==> config.mk <==
export PLATFORM = sky130hd
export DESIGN_NAME = bcd_stage_counter
export DESIGN_NICKNAME = d
export VERILOG_FILES = /design/src/rtl/bcd_pkg.sv /design/src/rtl/bcd_digit.sv /design/src/rtl/bcd_stage_counter.sv
export SDC_FILE = /design/constraint.sdc
export NUM_CORES = 1
export LEC_CHECK = 0
export ABC_CLOCK_PERIOD_IN_PS = 2000
export CORE_ASPECT_RATIO = 1.75
export CORE_MARGIN = 2
export CORE_UTILIZATION = 35
export DETAILED_ROUTE_END_ITERATION = 6
export GPL_ROUTABILITY_DRIVEN = 0
export PLACE_DENSITY = 0.63
export SLEW_MARGIN = 20
export SYNTH_ARGS = -nofsm -noshare
export SYNTH_HDL_FRONTEND = slang
export SYNTH_SLANG_ARGS = --single-unit
==> constraint.sdc <==
create_clock -name clk -period 2 [get_ports clk]
set_input_delay 0.3 -clock clk [delete_from_list [all_inputs] [get_ports clk]]
set_output_delay 0.3 -clock clk [all_outputs]
set_load 0.005 [all_outputs]
==> src/rtl/bcd_pkg.sv <==
// Shared BCD digit type, per-digit maxima and clamp helper for the stage counter.
package bcd_pkg;

  typedef logic [3:0] bcd_digit_t;

  localparam bcd_digit_t BCD_MAX_DEC = 4'd9;
  localparam bcd_digit_t BCD_MAX_SEX = 4'd5;

  function automatic bcd_digit_t bcd_max(input logic is_six);
    return is_six ? BCD_MAX_SEX : BCD_MAX_DEC;
  endfunction

  // Out-of-range nibbles (including non-BCD codes) saturate at the digit maximum.
  function automatic bcd_digit_t bcd_clamp(input bcd_digit_t d, input logic is_six);
    bcd_digit_t m;
    m = bcd_max(is_six);
    return (d > m) ? m : d;
  endfunction

endpackage

==> src/rtl/bcd_digit.sv <==
// One BCD digit (radix 10 or 6) with load, clear and a combinational carry/borrow out.
import bcd_pkg::*;

module bcd_digit (
  input  logic       clk,
  input  logic       rst,
  input  logic       clear,
  input  logic       load,
  input  logic [3:0] load_digit,
  input  logic       step,
  input  logic       up,
  input  logic       is_six,
  output logic [3:0] digit,
  output logic       carry_out
);

  bcd_digit_t digit_reg;
  bcd_digit_t digit_next;
  bcd_digit_t max_val;
  logic       at_limit;

  always_comb begin
    max_val    = bcd_max(is_six);
    at_limit   = up ? (digit_reg == max_val) : (digit_reg == 4'd0);
    carry_out  = step & at_limit;
    digit_next = digit_reg;
    if (step) begin
      if (at_limit) digit_next = up ? 4'd0 : max_val;
      else          digit_next = up ? digit_reg + 4'd1 : digit_reg - 4'd1;
    end
  end

  always_ff @(posedge clk) begin
    if (rst || clear)  digit_reg <= 4'd0;
    else if (load)     digit_reg <= bcd_clamp(load_digit, is_six);
    else               digit_reg <= digit_next;
  end

  assign digit = digit_reg;

endmodule

==> src/rtl/bcd_stage_counter.sv <==
// Multi-digit mixed-radix BCD counter with wrap pulse and sticky overflow.
// Optional lap/freeze display hold is enabled by defining BCD_STAGE_LAP_EN.
import bcd_pkg::*;

module bcd_stage_counter #(
  parameter int                DIGITS   = 4,
  parameter logic [DIGITS-1:0] SIX_MASK = 4'b1010
) (
  input  logic                clk,
  input  logic                rst,
  input  logic                second_tick,
  input  logic                clear,
  input  logic                up,
  input  logic                load,
  input  logic [4*DIGITS-1:0] load_value,
  input  logic                lap,
  output logic [4*DIGITS-1:0] number,
  output logic                wrap,
  output logic                overflow
);

  localparam int W = 4 * DIGITS;

  logic          tick_eff;
  logic [DIGITS:0] step_chain;
  logic [W-1:0]  count_live;
  logic          wrap_reg;
  logic          overflow_reg;

  // Higher-priority requests squash the tick so no carry reaches wrap/overflow.
  assign tick_eff      = second_tick & ~rst & ~clear & ~load;
  assign step_chain[0] = tick_eff;

  generate
    for (genvar gi = 0; gi < DIGITS; gi++) begin : g_digit
      bcd_digit u_digit (
        .clk        (clk),
        .rst        (rst),
        .clear      (clear),
        .load       (load),
        .load_digit (load_value[gi*4 +: 4]),
        .step       (step_chain[gi]),
        .up         (up),
        .is_six     (SIX_MASK[gi]),
        .digit      (count_live[gi*4 +: 4]),
        .carry_out  (step_chain[gi+1])
      );
    end
  endgenerate

  always_ff @(posedge clk) begin
    if (rst || clear) begin
      wrap_reg     <= 1'b0;
      overflow_reg <= 1'b0;
    end else begin
      wrap_reg <= step_chain[DIGITS];
      if (step_chain[DIGITS]) overflow_reg <= 1'b1;
    end
  end

  assign wrap     = wrap_reg;
  assign overflow = overflow_reg;

`ifdef BCD_STAGE_LAP_EN
  logic         frozen_reg;
  logic [W-1:0] hold_reg;

  // Capture uses the registered (pre-tick) count, so a lap with a tick holds the old value.
  always_ff @(posedge clk) begin
    if (rst || clear) begin
      frozen_reg <= 1'b0;
      hold_reg   <= '0;
    end else if (load) begin
      frozen_reg <= 1'b0;
    end else if (lap) begin
      if (!frozen_reg) begin
        hold_reg   <= count_live;
        frozen_reg <= 1'b1;
      end else begin
        frozen_reg <= 1'b0;
      end
    end
  end

  assign number = frozen_reg ? hold_reg : count_live;
`else
  logic unused_lap;
  assign unused_lap = lap;
  assign number     = count_live;
`endif

endmodule

== After elaboration in Yosys (flattened, before gate mapping) ==
Index checks and enable logic that the tools add are counted.
Storage, ports and cells
  input port bits: 23
  register bits: 18
Operators by class
  reductions and logical operators: 9
  muxes and demuxes: 26
  eq/ne operators: 4
  add/sub/neg operators: 8
  bitwise logic cells: 10
  order comparisons: 4
Operators with widths (number)
  two-way mux 4 bit: 21
  adder 4 x 1 -> 4 bit (second input constant): 4
  zero test 4 bit: 4
  subtractor 4 x 1 -> 4 bit (second input constant): 4
  equality test 4 x 3 -> 1 bit (second input constant): 2
  equality test 4 bit (second input constant): 2
  greater-than comparator 4 x 3 -> 1 bit (second input constant): 2
  greater-than comparator 4 bit (second input constant): 2
  nonzero test 2 bit: 4
  bitwise AND 1 bit: 7
  two-way mux 1 bit: 4
  two-way mux 3 bit: 1
  NOT 1 bit: 3
  logical OR 1 bit: 1

== Longest topological paths before layout ==
  depth after elaboration: 9
  depth in mapped cells: 8
  gate-level depth less buffers: 7

== By module ==
From an unflattened synthesis, not the netlist that was laid out.
Unflattened totals
  cells, all modules: 226
  area, all modules: 1863.0 um2
Modules (own cells, without submodules)
  bcd_digit (g_digit[2].u_digit ...): seq. area each 80.1 um2, area each 439.2 um2, instances 2, cells an instance 55
  bcd_digit (g_digit[1].u_digit): seq. area each 80.1 um2, area each 455.4 um2, instances 1, cells an instance 54
  bcd_digit (g_digit[0].u_digit): seq. area each 80.1 um2, area each 450.4 um2, instances 1, cells an instance 54
  bcd_stage_counter: seq. area each 40.0 um2, area each 78.8 um2, instances 1, cells an instance 8

== Least setup slack after synthesis ==
OpenSTA, ideal clock, no wires.
  path type: input to register
  from: in up
  to: reg g_digit[1].u_digit.digit_reg[3]
  arrival time: 1.938 ns
  path buffers: 1
  cell stages on the path: 8
  path slack: -0.009 ns
  path through: buf_6 > inv_1 > ha_1 > a21o_1 > a21oi_1 > xnor2_1 > or4_1 > a21oi_1
On the way
  word-level cells in the longest chain between the ends: 4
  elaborated cells between the ends (all ways): 8
  those cells by class: mux (6); bitwise (1); reduce/logical (1)
RTL lines
  start, declared: RTL line bcd_stage_counter.sv:13  | input logic up,
  two-way mux 4 bit or two-way mux 1 bit (tied branches): RTL line bcd_digit.sv:29, bcd_digit.sv:24
  two-way mux 4 bit: RTL line bcd_digit.sv:28  | if (at_limit) digit_next = up ? 4'd0 : max_val;
  two-way mux 4 bit: RTL line bcd_digit.sv:27  | if (step) begin
  two-way mux 4 bit: RTL line bcd_digit.sv:35  | else if (load) digit_reg <= bcd_clamp(load_digit, is_six);
  end signal, assigned: RTL line bcd_digit.sv:35
  end signal, assigned: RTL line bcd_digit.sv:36  | else digit_reg <= digit_next;
  end, declared: RTL line bcd_digit.sv:17  | bcd_digit_t digit_reg;
Several ways; a longest one is shown, not always the timed one. The select of a mux whose other input is x is not followed.
A chain may end at the register's enable or synchronous reset.

== Worst setup path after layout ==
  from: in up
  to: reg g_digit[2].u_digit.digit_reg[3]
On the way
  word-level cells in the longest chain between the ends: 4
  elaborated cells between the ends (all ways): 11
  those cells by class: mux (8); bitwise (2); reduce/logical (1)
RTL lines
  two-way mux 4 bit, or another cell as far along: RTL line bcd_digit.sv:29  | else digit_next = up ? digit_reg + 4'd1 : digit_reg - 4'd1;
  two-way mux 4 bit or bitwise AND 1 bit (tied branches): RTL line bcd_digit.sv:28, bcd_digit.sv:25
  two-way mux 4 bit or bitwise AND 1 bit (tied branches): RTL line bcd_digit.sv:27, bcd_digit.sv:25
  two-way mux 4 bit or nonzero test 2 bit (tied branches)
  end signal, assigned: RTL line bcd_digit.sv:35
  end signal, assigned: RTL line bcd_digit.sv:36
  end, declared: RTL line bcd_digit.sv:17
Several ways; a longest one is shown, not always the timed one. The select of a mux whose other input is x is not followed.

==> impl_results.md <==
* Status: completed
* Post-synth EDFFs at 0
* Die Y at around 89 um
* Syn Inst Count at 171
* Clock sinks at 18
* Total grt overflow at 0
* Detailed-route via count at approximately 1600
* DR iter-0 viols at 30
* Path category of the worst min-delay check: reg2reg
* Startpoint type of the worst setup path: primary input
* LEAKAGE at around 0.00084 uW
* Fin. Hold Viols at 0
* Synth warnings at 0
* Post-DR wirelength/cell at between 10 and 15 um
* R2R setup slack at 0.23 ns
* Worst Tran Pin Value at around 0.54 ns
* Register area share after synthesis at 0.2515
* Worst EP arrival at around 2.0 ns
* Final ANT Viol Nets at 0
* Fin crit period at roughly 1.8 ns
* Final setup vio count at 0
* Post-Route WL at between 4000 and 5000 um
* Worst reg2reg path depth at 6
* Max reg flops at 16
* Synth unique cells at 47
* Num rows at 30
* Most common cell in the synthesized netlist: dfxtp_1
* Largest net degree at the start of global routing at 20
* First-pass DRT Iterations at 4
* CTS tree: built
* Post-layout nets at 266
* Post-Place Setup Slack at -0.4108 ns
* Fin crit share at 0.9219
* Vias per cell at 5.597
* Critical path class: in2reg
* Top_reg_cell synth: dfxtp_1
* Layout filler cell count at roughly 380
* Hold-fix buffers, CTS at 0
* Worst r2r src: g_digit[2].u_digit.digit[1]
* Vias in the first global route at 1512
* Headroom to the max-slew limit at 0.6337
* CP max FO at 7
* Share of layout cells above drive strength 1 at 0.1609
* Post-placement cell count at roughly 270
* Setup ws final at 0.1563 ns
* Cell area after layout at about 0.0021 mm2
* Worst Hold Depth at 1
* Die Area at between 0.004 and 0.005 mm2
* Max H-tree Level at 1
* Worst setup path startpoint: up
* N_diodes at 0
* Max-slew violations at 0
* Max Cap Viol at 0
* Most area-hungry cell type in the Yosys netlist: dfxtp_1
* CTS max path bufs at 2
* Initial antenna violation count at 0
* Worst-Skew Late Latency at between 0.2 and 0.3 ns
* Flops & latches, synth at 18
* Clk pin slew, worst setup/hold paths at about 0.08 ns
* Global-route wire length before repair at 6893 um
* Area grow syn2layout at 44.72%
* Fmax at ~540 MHz
* Clock skew at 0.006752 ns
* # IOs at 41
* Asr flop ratio synth at 0
* Setup bufs post-CTS at 0
* Area of the mapped netlist at ~0.0014 mm2
* Synth top area share at 0.2515
* Dominant cells by area after synthesis: dfxtp_1 25%, ha_1 7.0%, fa_1 5.6%
* Pwr dens at around 490 mW/mm2
* DIE WIDTH at 52.36 um
* Worst EP required at between 2 and 2.5 ns
* Placed instance area at about 0.0020 mm2
* Total Routing Usage GR at 0.1964
* Commonest cells in the synthesized netlist: 18 x dfxtp_1, 15 x nor2_1, 15 x o21ai_0, 10 x nand2_1
* CTS Buf Count at 3
* Crit end category: flip-flop
* Post-CTS Resized at 2
* RSZ-0062 raised after global routing: no
* HP Start: overflow
* Residual DRC at 0
* Mapped Nets at approximately 200
* Root buffer cell: clkbuf_8
* Starting Density at 0.3670
* Core Util, Final at 0.5311
* Synthesized area per cell at between 8 and 9 um2
* Port Buffers at 39
* HPWL after DPL at between 3000 and 4000 um
* Non-filler cells, final at around 280
* Core ar. at about 0.0039 mm2
* Maximum VDD drop at between 0.0003 and 0.0004 V
[metal layers]
metal  share of wire  track usage
met2            0.56       0.3670
met3           0.038     0.008446
met4           0.027       0.1026
met5               0            0
met1            0.38       0.2150
[path summary, 6_finish.rpt]
check / to
max: g_digit[2].u_digit.digit[3]
min: overflow
max reg2reg: g_digit[2].u_digit.digit[3]
min reg2reg: overflow
[power breakdown]
part	switching (uW)	internal (uW)	total [uW]
Combinational	138	165	303
Clock	141	175	316
Sequential	22.1	371	393
Total	301	712	1010
[area by class of cell]
| type | instances | area, um2 | share of cell area |
|---|---|---|---|
| well taps | 48 | 60.06 | 0.02897 |
| clock buffers | 4 | 55.05 | 0.02655 |
| flip-flops and latches | 18 | 360.3 | 0.1738 |
| repair buffers | 62 | 561.8 | 0.2710 |
| multi-input cells | 139 | 1006 | 0.4852 |
| inverters | 7 | 30.03 | 0.01448 |
[cells by family (layout without fill, tap and decap cells)]
| kind of cell | count (synthesis) | count (layout) | share of synthesized area |
|---|---|---|---|
| AOI/OAI and AO/OA | 55 | 55 | 0.2585 |
| xor gates and xnor gates | 10 | 10 | 0.06113 |
| adders and majority gates | 12 | 12 | 0.1258 |
| buffers and inverters | 14 | 73 | 0.04891 |
| DFF | 18 | 18 | 0.2515 |
| muxes | 4 | 4 | 0.02795 |
| and+or+nand+nor | 58 | 58 | 0.2262 |
[worst max-delay path: stages]
cell and delay (ns):
dlygate4sd2_1 0.25, clkinvlp_4 0.17, ha_1 0.32, a21o_1 0.18
a21oi_1 0.27, mux2i_1 0.13, nor4bb_1 0.25, o21ai_0 0.11
[cell usage in the layout (no fill, tap or decap), types with 2 or more instances in the layout]
cell             count
o21a_1               3
a31oi_1              6
clkbuf_8             4
nand3b_1             2
nand3_1              5
buf_4               23
ha_1                 8
a211oi_1             4
dfxtp_1             18
inv_1                6
o21ai_0             15
a221oi_1             2
nand2b_1             3
xnor2_1              6
clkdlybuf4s50_1     38
or3_1                5
o22ai_1              2
fa_1                 4
a21o_1               4
nand2_1             10
nor3_1               3
o31ai_1              2
a21oi_1              7
nor2b_1              2
xor2_1               4
mux2i_1              4
and3_1               3
nor2_1              15
[through the flow]
step / power (uW) / hold slack, ns / TNS [ns]
after floorplan: 553.6 / 0.4387 / 0
after global placement: 693.9 / 0.4503 / -3.775
after detailed placement: 702.8 / 0.4551 / -4.466
after CTS: 1018 / 0.4736 / 0
after global routing: 1062 / 0.4997 / 0
final: 1013 / 0.4692 / 0
(Power assumes the default switching activity.)
